`src/rtl/tetris_input_ctrl.sv`:
```
// Player-input conditioner: hysteretic joystick FSM with delayed auto-repeat,
// synchronised/debounced pushbuttons with press pulses, and an all-held game reset.
module tetris_input_ctrl #(
    parameter int ADC_W      = 12,
    parameter int LEFT_TH    = 1550,
    parameter int RIGHT_TH   = 1750,
    parameter int HYST       = 50,
    parameter int N_BTN      = 2,
    parameter int DEB_CYCLES = 500000,
    parameter int DAS_DELAY  = 8000000,
    parameter int DAS_RATE   = 2500000
) (
    input  logic             clk,
    input  logic             reset_n,
    input  logic [ADC_W-1:0] adc_value,
    input  logic             adc_valid,
    input  logic [N_BTN-1:0] btn_n,
    output logic             move_left,
    output logic             move_right,
    output logic [1:0]       dir_state,
    output logic [N_BTN-1:0] btn_level,
    output logic [N_BTN-1:0] btn_press,
    output logic             game_reset_n,
    output logic             led_red,
    output logic             led_green
);

    localparam int DAS_MAX = (DAS_DELAY > DAS_RATE) ? DAS_DELAY : DAS_RATE;
    localparam int DAS_CW  = $clog2(DAS_MAX + 1);
    localparam int DEB_CW  = $clog2(DEB_CYCLES + 1);

    localparam logic [ADC_W-1:0] LEFT_ENTER  = ADC_W'(LEFT_TH);
    localparam logic [ADC_W-1:0] RIGHT_ENTER = ADC_W'(RIGHT_TH);
    localparam logic [ADC_W-1:0] LEFT_REL    = ADC_W'(LEFT_TH + HYST);
    localparam logic [ADC_W-1:0] RIGHT_REL   = ADC_W'(RIGHT_TH - HYST);

    localparam logic [DAS_CW-1:0] DAS_FIRST_LAST = DAS_CW'(DAS_DELAY - 1);
    localparam logic [DAS_CW-1:0] DAS_RATE_LAST  = DAS_CW'(DAS_RATE - 1);
    localparam logic [DAS_CW-1:0] DAS_SAT        = DAS_CW'(DAS_MAX);
    localparam logic [DEB_CW-1:0] DEB_LAST       = DEB_CW'(DEB_CYCLES - 1);

    typedef enum logic [1:0] {
        CENTER = 2'b00,
        LEFT   = 2'b01,
        RIGHT  = 2'b10
    } dir_t;

    dir_t              state_q, state_d;
    logic [DAS_CW-1:0] das_cnt_q, das_cnt_d;
    logic              das_rep_q, das_rep_d;
    logic              move_left_q, move_left_d;
    logic              move_right_q, move_right_d;

    logic [N_BTN-1:0]  sync1_q, sync1_d;
    logic [N_BTN-1:0]  sync2_q, sync2_d;
    logic [N_BTN-1:0]  btn_level_q, btn_level_d;
    logic [N_BTN-1:0]  btn_press_q, btn_press_d;
    logic [DEB_CW-1:0] deb_cnt_q [N_BTN];
    logic [DEB_CW-1:0] deb_cnt_d [N_BTN];

    function automatic logic [DAS_CW-1:0] das_sat_inc(input logic [DAS_CW-1:0] cnt);
        return (cnt == DAS_SAT) ? cnt : cnt + DAS_CW'(1);
    endfunction

    always_comb begin
        state_d = state_q;
        if (adc_valid) begin
            case (state_q)
                CENTER: begin
                    if (adc_value > RIGHT_ENTER)     state_d = RIGHT;
                    else if (adc_value < LEFT_ENTER) state_d = LEFT;
                end
                // A hard reversal outranks the release back to centre.
                RIGHT: begin
                    if (adc_value < LEFT_ENTER)      state_d = LEFT;
                    else if (adc_value <= RIGHT_REL) state_d = CENTER;
                end
                LEFT: begin
                    if (adc_value > RIGHT_ENTER)     state_d = RIGHT;
                    else if (adc_value >= LEFT_REL)  state_d = CENTER;
                end
                default: state_d = CENTER;
            endcase
        end

        das_cnt_d    = das_cnt_q;
        das_rep_d    = das_rep_q;
        move_left_d  = 1'b0;
        move_right_d = 1'b0;
        if (state_d != state_q) begin
            das_cnt_d    = '0;
            das_rep_d    = 1'b0;
            move_left_d  = (state_d == LEFT);
            move_right_d = (state_d == RIGHT);
        end else if (state_q != CENTER) begin
            // das_rep_q selects the shorter spacing once the first repeat has fired.
            if (das_cnt_q == (das_rep_q ? DAS_RATE_LAST : DAS_FIRST_LAST)) begin
                das_cnt_d    = '0;
                das_rep_d    = 1'b1;
                move_left_d  = (state_q == LEFT);
                move_right_d = (state_q == RIGHT);
            end else begin
                das_cnt_d = das_sat_inc(das_cnt_q);
            end
        end
    end

    always_comb begin
        sync1_d     = ~btn_n;
        sync2_d     = sync1_q;
        btn_level_d = btn_level_q;
        btn_press_d = '0;
        for (int i = 0; i < N_BTN; i++) begin
            deb_cnt_d[i] = '0;
            if (sync2_q[i] != btn_level_q[i]) begin
                if (deb_cnt_q[i] == DEB_LAST) begin
                    btn_level_d[i] = ~btn_level_q[i];
                    btn_press_d[i] = ~btn_level_q[i];
                end else begin
                    deb_cnt_d[i] = deb_cnt_q[i] + DEB_CW'(1);
                end
            end
        end
    end

    always_ff @(posedge clk) begin
        if (!reset_n) begin
            state_q      <= CENTER;
            das_cnt_q    <= '0;
            das_rep_q    <= 1'b0;
            move_left_q  <= 1'b0;
            move_right_q <= 1'b0;
            sync1_q      <= '0;
            sync2_q      <= '0;
            btn_level_q  <= '0;
            btn_press_q  <= '0;
            for (int i = 0; i < N_BTN; i++) deb_cnt_q[i] <= '0;
        end else begin
            state_q      <= state_d;
            das_cnt_q    <= das_cnt_d;
            das_rep_q    <= das_rep_d;
            move_left_q  <= move_left_d;
            move_right_q <= move_right_d;
            sync1_q      <= sync1_d;
            sync2_q      <= sync2_d;
            btn_level_q  <= btn_level_d;
            btn_press_q  <= btn_press_d;
            for (int i = 0; i < N_BTN; i++) deb_cnt_q[i] <= deb_cnt_d[i];
        end
    end

    assign move_left    = move_left_q;
    assign move_right   = move_right_q;
    assign dir_state    = state_q;
    assign btn_level    = btn_level_q;
    assign btn_press    = btn_press_q;
    assign game_reset_n = ~(&btn_level_q);
    assign led_red      = (state_q == RIGHT);
    assign led_green    = (state_q == LEFT);

endmodule
```
`config.mk`:
```
export PLATFORM = sky130hd
export DESIGN_NAME = tetris_input_ctrl
export DESIGN_NICKNAME = d
export VERILOG_FILES = /design/src/rtl/tetris_input_ctrl.sv
export SDC_FILE = /design/constraint.sdc
export NUM_CORES = 1
export LEC_CHECK = 0
export ABC_AREA = 1
export ABC_CLOCK_PERIOD_IN_PS = 2700
export BUFFER_PORTS_ARGS = -buffer_cell sky130_fd_sc_hd__buf_2
export CORE_AREA = 3 3 98 100
export DETAILED_ROUTE_END_ITERATION = 6
export DIE_AREA = 0 0 101 103
export PLACE_DENSITY = 0.67
export SYNTH_ARGS = -nofsm -noshare
export SYNTH_HDL_FRONTEND = slang
export SYNTH_SLANG_ARGS = --single-unit
export TNS_END_PERCENT = 30
```
`constraint.sdc`:
```
create_clock -name clk -period 2.7 [get_ports clk]
set_clock_uncertainty 0.2 [all_clocks]
set_input_delay 0 -clock clk [delete_from_list [all_inputs] [get_ports clk]]
set_output_delay 0 -clock clk [all_outputs]
set_load 0.05 [all_outputs]
```
== Word level (Yosys, flattened, before mapping) ==
Memories as Yosys holds them, arrays and structs flattened.
Index checks and enable logic that the tools add are counted.

* Bits in registers: 36
* Memory bits (writable): 38
* Input port bits: 17
* Output and inout bits: 11
* Word-level logic and storage cells: 73
* Memories: 1

{| class="wikitable"
|+ Memories
! name !! words !! width !! rd ports !! clocked after memory_dff !! wr ports !! RTL line !! source
|-
| deb_cnt_q || 2 || 19 || 2 || 0 || 2 || 58 || <nowiki>logic [DEB_CW-1:0] deb_cnt_q [N_BTN];</nowiki>
|}

* Add/subtract/negate cells: 3
* Order comparisons: 4
* Equality and inequality tests: 12
* Mux-type cells: 25
* Bitwise operators: 7
* Reduce and logical (&&, ||, !) cells: 10

{| class="wikitable"
|+ Operators by type and width
! operator !! number
|-
| $mux W19 || 6
|-
| $mux W23 || 3
|-
| $add A19 B1 Y19 const B || 2
|-
| $eq A19 B19 Y1 const B || 2
|-
| $add A23 B1 Y23 const B || 1
|-
| $eq A23 B23 Y1 || 1
|-
| $eq A23 B23 Y1 const B || 1
|-
| $mux W2 || 7
|-
| $ge A12 B11 Y1 const B || 1
|-
| $gt A12 B11 Y1 const B || 1
|-
| $le A12 B11 Y1 const B || 1
|-
| $lt A12 B11 Y1 const B || 1
|-
| $reduce_and A2 Y1 || 5
|-
| $mux W1 || 8
|-
| $pmux W2 S3 || 1
|-
| $reduce_and A3 Y1 || 2
|-
| $eq A2 B1 Y1 const B || 2
|-
| $eq A2 B2 Y1 const B || 2
|-
| $not A1 Y1 || 4
|-
| $logic_not A2 Y1 || 1
|-
| $ne A1 B1 Y1 || 2
|-
| $ne A2 B2 Y1 || 1
|-
| $ne A2 B2 Y1 const B || 1
|-
| $not A2 Y2 || 1
|-
| 3 further kinds || 4
|}

== Depth between registers and ports, before layout ==
Gate-level depths: netlist (run 1).

* Word-level depth: 7
* Gate-level depth with buffers: 15
* Depth with buffers taken out: 15

== Worst setup path after synthesis (run 1) ==
Ideal clock, no wire load.

* Path type: register to register
* From: reg state_q[1] (netlist: dir_state[1])
* To: reg das_cnt_q[0]
* Library setup time: 64 ps
* Arrival time: 2497 ps
* Required time: 2436 ps
* Path slack: -61 ps
* Cell stages (with the launch flop): 12
* Path buffers: 1
* Clock period less this slack: 2761 ps
* Cell sequence: dfxtp_1 inv_1 nor2_1 nand2_1 inv_1 nand2_2 nand4_1 nand2_2 nor2_4 nand2_4 buf_6 nor2_1

* Elaborated cells on any way between the ends: 15
* Classes of those cells: 3 x eq/ne; 8 x mux; 4 x reduce/logical

{| class="wikitable"
|+ RTL lines
! what !! RTL line !! source
|-
| from (decl) || 48 || <nowiki>dir_t state_q, state_d;</nowiki>
|-
| from (signal assigned) || 139 || <nowiki>state_q <= state_d;</nowiki>
|-
| $eq A2 B2 Y1 || n/a ||
|-
| net led_red || 24 || <nowiki>output logic led_red,</nowiki>
|-
| $pmux W2 S3 || 68 || <nowiki>case (state_q)</nowiki>
|-
| $mux W2 || 67 || <nowiki>if (adc_valid) begin</nowiki>
|-
| $ne A2 B2 Y1 || 90 || <nowiki>if (state_d != state_q) begin</nowiki>
|-
| $reduce_or A2 Y1 (no line) || n/a ||
|-
| to (signal assigned) || 140 || <nowiki>das_cnt_q <= das_cnt_d;</nowiki>
|-
| to (decl) || 49 || <nowiki>logic [DAS_CW-1:0] das_cnt_q, das_cnt_d;</nowiki>
|}

The timed path passes the listed nets, and every way through them passes these cells.
A chain may end at the register's enable or synchronous reset.

== Worst setup path in the final report (run 1) ==
* From: reg das_rep_q
* To: reg das_cnt_q[22]

* Longest elaborated chain between the ends: 4
* Elaborated cells on any way between the ends: 5
* Classes of those cells: 2 x eq/ne; 2 x mux; 1 x reduce/logical

{| class="wikitable"
|+ Ends and longest elaborated chain
! what !! RTL line !! source
|-
| from (decl) || 50 || <nowiki>logic das_rep_q, das_rep_d;</nowiki>
|-
| from (signal assigned) || 141 || <nowiki>das_rep_q <= das_rep_d;</nowiki>
|-
| $mux W23 * || 97 || <nowiki>if (das_cnt_q == (das_rep_q ? DAS_RATE_LAST : DAS_FIRST_LAST)) begin</nowiki>
|-
| $eq A23 B23 Y1 * || 97 ||
|-
| $ne A2 B2 Y1 (no line) || n/a ||
|-
| $reduce_and A2 Y1 (no line) || n/a ||
|}

Mark *: on every way between the ends. The rest lies on a longest branch, timed or not.

==> results.md, run 1 <==
* Status: finished, final reports clean
* Routed len/inst at 12.7 µm
* H-Tree Depth at 3
* I/O Pins at 28
* CP delay by family, top: simple AND/OR/NAND/NOR gates
* Die Area at 10,400 µm²
* Crit path max fanout at 12
* Placement row count at 34
* Crit path DAT at 2.37 ns
* CTS max path bufs at 2
* Cell mode on critical path: nor2_1
* Combinational family with the most area after synthesis: simple AND/OR/NAND/NOR gates
* Critical path, cell by cell: inv_2 -> or2_1 -> a21oi_1 -> nand3_1 -> nor2_1 -> nand3_2 -> clkinv_2 -> nor2_1 -> nand2_1 -> o21ai_1 -> inv_1 -> nor2_1
* Final setup violating endpoints at 0
* Post-Syn Area at 4370 µm²
* Drt first-iter violations at 168
* First-pass GRT wire length at 17,700 µm
* Fillers at 849
* Final hold vios at 0
* Synth cell types at 38
* FF-to-FF Start: das_rep_q
* Crit path kind: flip-flop to flip-flop
* DR vias at 4,181
* Class of the tightest hold or removal check: input port to flip-flop
* Final non-filler cell total at 802
* GRT Overall Usage at 20.7%
* Layout cells sized above 1 at 14.6%
* Vias per cell at 5.21
* Crit-path max cell delay at 0.63 ns
* Most frequent cells in the layout: nand2_1 (127), nor2_1 (94), inv_1 (91), dfxtp_1 (74), nand3_1 (47)
* Startpoint types: flip-flop
* Post-route setup TNS at 0 ns
* Core Box Area at 8760 µm²
* Area Overhead vs Synth at 11.3%
* Mux cell area share after synthesis at 0%
* Post-route minimum period at 2.35 ns
* # DRC at 0
* Input/output buffers at 27
* Vias in the first global route at 3,939
* Die W at 101 µm
* Routability Congestion at 1.02
* First-pass DRT Iterations at 7
* Post-Synth XOR/XNOR Area at 6.02%
* Worst slew pin tran at 0.479 ns
* Synth Area in Simple Gates at 41.8%
* Avg Synthesized Cell Area at 6.67 µm²
* Post-synthesis compound-gate area fraction at 6.65%
* R2R Path End: das_cnt_q[22]
* CTS tree: yes
* Worst Hold End: dir_state[0]
* Num CTS Buffers at 9
* Fmax at 426 MHz
* Syn nets at 676
* Cells on Worst Hold Path at 8
* Cells after Synth at 655
* Clock Root Buffer: clkbuf_8
* Ant. Diodes at 0
* Clk pin slew, worst setup/hold paths at 0.08 ns
* RSZ-0062 raised after global routing: no
* Post-synthesis adder-cell area fraction at 1.15%
* CP max-delay cell: dfxtp_1
* CP Capture Type: flip-flop
* Final wirelength at 10,200 µm
* Die Y at 103 µm
* Buffers & Inverters on Critical Path at 3
* Final instance area at 4860 µm²
* Starting density of the core at 49.8%
* Hold Path Origin: adc_value[0]
* # Max-Cap Violations at 0
* Total setup buffers inserted after CTS at 0
* FF-to-FF path depth at 12
* CTS Sinks at 74
* Max VDD drop at 0.289 mV
* Post-synthesis sequential area ratio at 33.9%
* Routed Antenna Nets at 0
* Seq cells post-synth at 74
* Period utilization at 87.0%
* Detailed placement HPWL at 7730 µm
* Total congestion overflow at 0
* R2R setup slack at 0.35 ns
* Worst-Skew Late Latency at 0.34 ns
* DP Cell Count at 780
* Post-layout nets at 710
* Commonest non-fill, non-tap cell in the layout: nand2_1
* CTS resizes at 0
* Data required time of the worst path at 2.72 ns
* Fin. max-slew vios at 0
* DP Area at 4590 µm²
* Pleak at 0.00188 µW
* PD cells at 456 nW/µm²
* Pin count of the biggest net entering global routing at 27
* Initial antenna violation count at 0
* Yosys warnings at 0
* Slew HR at 68.0%
[metal layers]
| layer | up-vias | routed length [µm] | GRT usage [%] |
|---|---|---|---|
| li1 | 2172 | - | - |
| met3 | 18 | 563 | 5.14 |
| met4 | 0 | 164 | 6.34 |
| met5 | - | 0 | 0 |
| met2 | 120 | 4830 | 36.1 |
| met1 | 1871 | 4640 | 25.3 |
[where the power goes]
part | switching (µW) | total [µW] | leakage, µW | internal (µW)
combinational | 149 | 207 | 0.00118 | 58.0
clock | 437 | 899 | 0.000103 | 462
sequential | 8.58 | 1110 | 0.000598 | 1100
[Yosys cell counts]
library cell,n,area [µm²]
nand2_1,127,477
nor2_1,95,357
inv_1,91,342
dfxtp_1,74,1480
nand3_1,47,235
nor3_1,27,135
a21oi_1,25,125
xor2_1,22,193
nand4_1,21,131
nor2_2,16,100
o21ai_1,11,55.1
buf_2,10,50.1
nand2_2,9,56.3
nor4_1,9,56.3
xnor2_1,8,70.1
nand3b_1,7,52.6
o21ai_0,7,35.0
inv_2,6,22.5
nand3_2,6,60.1
ha_1,4,50.1
nor3_2,4,40.0
a31oi_1,3,18.8
nor2_4,3,33.8
or2_2,3,18.8
a21boi_0,2,15.0
buf_6,2,22.5
clkbuf_1,2,7.51
nor3b_1,2,15.0
o21a_1,2,15.0
o41ai_1,2,17.5
buf_4,1,7.51
clkinv_2,1,5.00
nand2_4,1,11.3
nor4_2,1,12.5
nor4_4,1,21.3
o21ai_2,1,8.76
or2_1,1,6.26
or3_1,1,6.26
[flip-flops by register name (all words and copies together), names as in the netlist]
name	count
btn_level	2
btn_press	2
das_cnt_q	23
das_rep_q	1
deb_cnt_q	38
dir_state	2
move_left	1
move_right	1
sync1_q	2
sync2_q	2
[cell families after synthesis]
group / Yosys count
simple gates: 381
buf+inv: 113
flops: 74
compound gates: 53
xor+xnor: 30
fa+ha+maj: 4
[final cells by class]
type / count / area, µm² / area share (%)
multi-input combinational: 468 / 2430 / 50.0
clock buffer: 10 / 138 / 2.83
tap: 108 / 135 / 2.78
timing repair buffer: 38 / 233 / 4.79
sequential: 74 / 1480 / 30.5
inverter: 98 / 369 / 7.60
clock inverter: 6 / 72.6 / 1.49
[worst reg2reg max path: stages, from the launching register on]
cell and delay, ns:
dfxtp_1 0.63, inv_2 0.15, or2_1 0.25, a21oi_1 0.13
nand3_1 0.08, nor2_1 0.11, nand3_2 0.23, clkinv_2 0.18
nor2_1 0.06, nand2_1 0.05, o21ai_1 0.06, inv_1 0.06
nor2_1 0.03
[metrics by stage]
stage | utilization, % | power, µW | setup slack, ns | hold WS [ns]
finish | 55.5 | 2220 | 0.351 | 0.0870
CTS | 55.5 | 2250 | 0.382 | 0.0748
global route | 55.5 | 2320 | 0.174 | 0.139
floorplan | - | 1290 | 0.198 | -0.128
detailed placement | 52.4 | 1340 | 0.406 | -0.0203
global placement | 52.4 | 1330 | 0.448 | -0.0228
[worst max-delay path by stage]
stage                       from             to  slack, ns  cells after the start
floorplan           dir_state[1]   das_cnt_q[0]       0.20                     11
global placement    das_cnt_q[0]   das_cnt_q[4]       0.45                     11
detailed placement  das_cnt_q[0]  das_cnt_q[22]       0.41                     11
CTS                    das_rep_q  das_cnt_q[22]       0.38                     12
global route           das_rep_q  das_cnt_q[22]       0.17                     12
finish                 das_rep_q  das_cnt_q[22]       0.35                     12
[timing repair]
action                                  CTS  global route
endpoints found under the setup margin    0             0
hold buffers                              6             0
endpoints found under the hold margin    14             0
(Power assumes the default switching activity.)
==> run 2: changes to the inputs <==
==> constraint.sdc (replaced) <==
create_clock -name clk -period 2.7 [get_ports clk]
set_clock_uncertainty 0.2 [all_clocks]
set_input_delay 0.135 -clock clk [delete_from_list [all_inputs] [get_ports clk]]
set_output_delay 0.135 -clock clk [all_outputs]
set_load 0.05 [all_outputs]
==> results.md, run 2 (synthesis results as in run 1) <==
* PD cells at 458 nW/µm² (+0.50%)
* Final hold vios at 0 (unchanged)
* Crit path kind: flip-flop to flip-flop
* CTS Sinks at 74 (unchanged)
* GRT Overall Usage at 20.7% (-0.028 points)
* Class of the tightest hold or removal check: input port to flip-flop
* First-pass GRT wire length at 17,700 µm (-0.16%)
* Starting density of the core at 49.8% (unchanged)
* Final setup margin at 0.357 ns (+0.00564 ns)
* Die Y at 103 µm (unchanged)
* Num CTS Buffers at 9 (unchanged)
* # Max-Cap Violations at 0 (unchanged)
* Crit path DAT at 2.36 ns (about the same)
* Period utilization at 86.8% (-0.21 points)
* Placement row count at 34 (unchanged)
* Routing usage on met2 at 36.1% (-0.051 points)
* CTS max path bufs at 2 (unchanged)
* First-pass DRT Iterations at 5 (-2)
* Met3 track demand over resource at 5.14% (unchanged)
* Worst-Skew Late Latency at 0.34 ns (about the same)
* Worst slew pin tran at 0.473 ns (-0.00572 ns)
* CTS tree: yes
* CTS resizes at 0 (unchanged)
* CP max-delay cell: dfxtp_1
* Vias in the first global route at 3,932 (-0.18%)
* CP delay by family, top: simple AND/OR/NAND/NOR gates
* RSZ-0062 raised after global routing: no
* Pleak at 0.00187 µW (-0.81%)
* Detailed placement HPWL at 7730 µm (unchanged)
* H-Tree Depth at 3 (unchanged)
* Routed len/inst at 12.7 µm (+0.12%)
* Critical path, cell by cell: ha_1 -> inv_1 -> nor2_2 -> nor3b_1 -> nand3_2 -> clkinv_2 -> nor2_1 -> nand2_1 -> o21ai_1 -> inv_1 -> nor2_1
* Layout cells sized above 1 at 14.6% (+0.063 points)
* Met1 usage at 25.3% (-0.041 points)
* Total congestion overflow at 0 (unchanged)
* Pin count of the biggest net entering global routing at 27 (unchanged)
* Ant. Diodes at 0 (unchanged)
* Crit path max fanout at 9 (-3)
* Input/output buffers at 27 (unchanged)
* Crit-path max cell delay at 0.45 ns (-0.18 ns)
* FF/Latch Area at 1480 µm² (unchanged)
* Pre-CTS WS at 0.406 ns (unchanged)
* Post-layout nets at 707 (-0.42%)
* Max VDD drop at 0.282 mV (-2.2%)
* Final wirelength at 10,200 µm (-0.25%)
* Startpoint types: flip-flop
* Top Usage Layer GRT: met2
* Post-route setup TNS at 0 ns (unchanged)
* Fillers at 851 (+0.24%)
* Top flop regs: deb_cnt_q (38), das_cnt_q (23)
* Drt first-iter violations at 179 (+6.5%)
* # DRC at 0 (unchanged)
* Initial antenna violation count at 0 (unchanged)
* Die Area at 10,400 µm² (unchanged)
* Fin. max-slew vios at 0 (unchanged)
* DP Cell Count at 780 (unchanged)
* Routability Congestion at 1.02 (unchanged)
* Multi-input gate area at 2430 µm² (unchanged)
* Fmax at 427 MHz (+0.24%)
* DR vias at 4,169 (-0.29%)
* Most frequent cells in the layout: nand2_1 (127), nor2_1 (94), inv_1 (91), dfxtp_1 (74), nand3_1 (47)
* Area Overhead vs Synth at 10.6%
* Die W at 101 µm (unchanged)
* Routed Antenna Nets at 0 (unchanged)
* Max FFs per register at 38 (unchanged)
* Vias per cell at 5.22 (about the same)
* Final setup violating endpoints at 0 (unchanged)
* Largest Register: deb_cnt_q
* Clock Root Buffer: clkbuf_8
* Buffers & Inverters on Critical Path at 3 (unchanged)
* Slew HR at 68.4% (+0.38 points)
* I/O Pins at 28 (unchanged)
* Post-route minimum period at 2.34 ns (-0.00564 ns)
* CP Capture Type: flip-flop
* Final non-filler cell total at 799 (-0.37%)
* Clk pin slew, worst setup/hold paths at 0.09 ns (about the same)
* Data required time of the worst path at 2.72 ns (about the same)
* Core Box Area at 8760 µm² (unchanged)
* Commonest non-fill, non-tap cell in the layout: nand2_1
* Status: finished, final reports clean
==> run 2: cell count changes in the layout (fill, tap and decap cells not counted), sizes merged <==
cell,previous run,this run
dlygate4sd3,6,3
==> run 2: final cells by class <==
cell class                 instances  share of cell area, %
multi-input combinational        468                   50.3
sequential                        74                   30.7
inverter                          98                   7.64
timing repair buffer              35                   4.20
clock buffer                      10                   2.85
tap                              108                   2.80
clock inverter                     6                   1.50
==> run 2: worst min-delay path: cells and delay by family <==
| kind | cells | cell delay (ns) |
|---|---|---|
| buffers and inverters | 1 | 0.14 |
| and+or+nand+nor | 3 | 0.24 |
==> run 2: worst paths after layout <==
kind                startpoint       endpoint  slack [ns]  cells past startpoint
hold / removal       adc_valid   dir_state[0]        0.02                      4
setup / recovery  das_cnt_q[0]  das_cnt_q[22]        0.36                     11
hold reg to reg     sync1_q[0]     sync2_q[0]        0.23                      2
setup reg to reg  das_cnt_q[0]  das_cnt_q[22]        0.36                     11
==> run 2: metal layers <==
metal / routed length, µm / vias up
li1: - / 2166
met1: 4680 / 1883
met2: 4850 / 108
met3: 506 / 12
met4: 140 / 0
met5: 0 / -
==> run 2: per-stage QoR <==
| stage | hold WS, ns | instance area (µm²) | utilization (%) | total power (µW) |
|---|---|---|---|---|
| floorplan | 0.00738 | 4370 | - | 1290 |
| global placement | 0.112 | 4590 | 52.4 | 1330 |
| detailed placement | 0.115 | 4590 | 52.4 | 1340 |
| CTS | 0.00874 | 4830 | 55.1 | 2240 |
| global route | 0.0475 | 4830 | 55.1 | 2320 |
| finish | 0.0211 | 4830 | 55.1 | 2210 |
==> run 2: power breakdown <==
group,switching [µW],total [µW],internal (µW)
Clock,438,900,462
Sequential,8.59,1110,1100
Combinational,148,203,55.1
Total,594,2210,1620
==> run 2: what timing repair did <==
| action | in CTS | in global routing |
|---|---|---|
| buffers inserted | 0 | 0 |
| hold buffers | 3 | 0 |
| hold endpoints to repair | 11 | 0 |
==> run 3: changes to the inputs <==
- ABC_CLOCK_PERIOD_IN_PS: 2700 -> 2760
- PLACE_DENSITY: 0.67 -> 0.66
- clock period: 2.7 -> 2.76 ns (I/O delays scaled with it)
==> results.md, run 3 (synthesis results as in run 1) <==
* Fin. max-slew vios at 0 (unchanged)
* Placement row count at 34 (unchanged)
* Drt first-iter violations at 221 (+23%)
* Post-layout nets at 706 (-0.14%)
* Area Overhead vs Synth at 10.9%
* Crit-path max cell delay at 0.45 ns (about the same)
* FF-to-FF path depth at 11 (unchanged)
* # Max-Cap Violations at 0 (unchanged)
* CP Launch Point: das_cnt_q[0]
* Detailed placement HPWL at 7650 µm (-1.1%)
* Commonest non-fill, non-tap cell in the layout: nand2_1
* Buffers & Inverters on Critical Path at 3 (unchanged)
* Initial antenna violation count at 0 (unchanged)
* I/O Pins at 28 (unchanged)
* Pleak at 0.00188 µW (+0.48%)
* # DRC at 0 (unchanged)
* Clock Root Buffer: clkbuf_8
* Pin count of the biggest net entering global routing at 27 (unchanged)
* Hold slack at 0.0240 ns (+0.00296 ns)
* Max FFs per register at 38 (unchanged)
* Routed len/inst at 12.7 µm (-0.53%)
* First-pass DRT Iterations at 5 (unchanged)
* Slew HR at 69.1% (+0.73 points)
* Core Box Area at 8760 µm² (unchanged)
* Post-route setup TNS at 0 ns (unchanged)
* H-Tree Depth at 3 (unchanged)
* Class of the tightest hold or removal check: input port to flip-flop
* Input/output buffers at 27 (unchanged)
* Final setup violating endpoints at 0 (unchanged)
* Routability Congestion at 0.984 (-3.3%)
* Crit path DAT at 2.38 ns (+0.02 ns)
* Fmax at 426 MHz (about the same)
* Most frequent cells in the layout: nand2_1 (127), nor2_1 (94), inv_1 (91), dfxtp_1 (74), nand3_1 (47)
* CP delay by family, top: simple AND/OR/NAND/NOR gates
* CP Capture Type: flip-flop
* Max VDD drop at 0.311 mV (+10%)
* GRT Overall Usage at 20.5% (-0.18 points)
* DP Cell Count at 779 (-0.13%)
* CTS max path bufs at 2 (unchanged)
* DR vias at 4,189 (+0.48%)
* CP max-delay cell: dfxtp_1
* Total setup buffers inserted after CTS at 0 (unchanged)
* Ant. Diodes at 0 (unchanged)
* CTS tree: yes
* FF-to-FF Start: das_cnt_q[0]
* Final non-filler cell total at 798 (-0.13%)
* Data required time of the worst path at 2.79 ns (+0.07 ns)
* Clk pin slew, worst setup/hold paths at 0.09 ns (about the same)
* R2R Path End: das_cnt_q[22]
* Crit path max fanout at 9 (unchanged)
* PD cells at 471 nW/µm² (+2.7%)
* Final wirelength at 10,100 µm (-0.66%)
* Top flop regs: deb_cnt_q (38), das_cnt_q (23)
* Post-route minimum period at 2.35 ns (+0.00215 ns)
* Final hold vios at 0 (unchanged)
* Largest Register: deb_cnt_q
* Levels on crit path at 11 (unchanged)
* Critical path, cell by cell: ha_1 -> inv_1 -> nor2_2 -> nor3b_1 -> nand3_2 -> clkinv_2 -> nor2_1 -> nand2_1 -> o21ai_1 -> inv_1 -> nor2_1
* Startpoint types: flip-flop
* Post-layout util at 55.3% (+0.17 points)
* Total congestion overflow at 0 (unchanged)
* Worst slew pin tran at 0.462 ns (-0.0109 ns)
* First-pass GRT wire length at 17,400 µm (-1.4%)
* Vias per cell at 5.25 (+0.61%)
* Status: finished, final reports clean
* DP Area at 4580 µm² (-0.16%)
* Cells on Worst Hold Path at 3 (-1)
* Routed Antenna Nets at 0 (unchanged)
* Period utilization at 85.0% (-1.8 points)
* Die Area at 10,400 µm² (unchanged)
* Crit path kind: flip-flop to flip-flop
* Die W at 101 µm (unchanged)
* Final instance area at 4840 µm² (+0.31%)
* Worst-Skew Late Latency at 0.35 ns (about the same)
* Die Y at 103 µm (unchanged)
* Vias in the first global route at 3,887 (-1.1%)
* Worst setup path endpoint: das_cnt_q[22]
* Num CTS Buffers at 9 (unchanged)
* CTS resizes at 0 (unchanged)
* R2R setup slack at 0.41 ns (+0.06 ns)
* RSZ-0062 raised after global routing: no
* Fillers at 868 (+2.0%)
* CTS Sinks at 74 (unchanged)
* CTS Hold Bufs at 3 (unchanged)
* Layout cells sized above 1 at 14.5% (-0.12 points)
* Starting density of the core at 49.8% (unchanged)
-- run 3: cell count changes in the layout (fill, tap and decap cells not counted) --
| cell | previous run | this run |
|---|---|---|
| clkinv_4 | 2 | 1 |
| inv_6 | 2 | 3 |
| clkinvlp_4 | 1 | 0 |
| bufinv_16 | 1 | 2 |
| buf_4 | 5 | 4 |
-- run 3: routing by layer --
layer  up-vias  routed length [µm]  GRT usage (%)
met5         -                   0              0
met2       115                4760           35.1
met4         0                 133           6.13
li1       2159                   -              -
met1      1902                4650           26.2
met3        13                 559           4.33
-- run 3: worst register-to-register path, cell delays in order, from the launching register on --
cell      delay, ns
dfxtp_1        0.45
ha_1           0.23
inv_1          0.09
nor2_2         0.28
nor3b_1        0.29
nand3_2        0.26
clkinv_2       0.18
nor2_1         0.06
nand2_1        0.05
o21ai_1        0.06
inv_1          0.06
nor2_1         0.03
-- run 3: area by class of cell --
| class | instances | area, µm² | share of cell area [%] |
|---|---|---|---|
| Clock buffer | 10 | 138 | 2.84 |
| Sequential cell | 74 | 1480 | 30.6 |
| Tap cell | 108 | 135 | 2.79 |
| Inverter | 98 | 369 | 7.62 |
| Multi-Input combinational cell | 468 | 2430 | 50.2 |
| Clock inverter | 6 | 95.1 | 1.96 |
| Timing Repair Buffer | 34 | 195 | 4.03 |
-- run 3: through the flow --
stage	power (µW)	setup WS, ns
final	2280	0.415
after global routing	2380	0.243
after CTS	2310	0.442
after detailed placement	1310	0.478
after global placement	1300	0.531
after floorplan	1260	0.258
-- run 3: worst min path at each step --
stage,end,start,slack (ns)
floorplan,sync1_q[0],btn_n[0],0.01
global placement,sync1_q[1],btn_n[1],0.1
detailed placement,sync1_q[1],btn_n[1],0.1
CTS,dir_state[1],adc_valid,0.02
global route,dir_state[1],adc_valid,0.04
finish,dir_state[1],adc_valid,0.02
-- run 3: power breakdown --
part	switching [µW]	internal, µW
registers	8.15	1080
clock network	451	546
logic	145	53.7
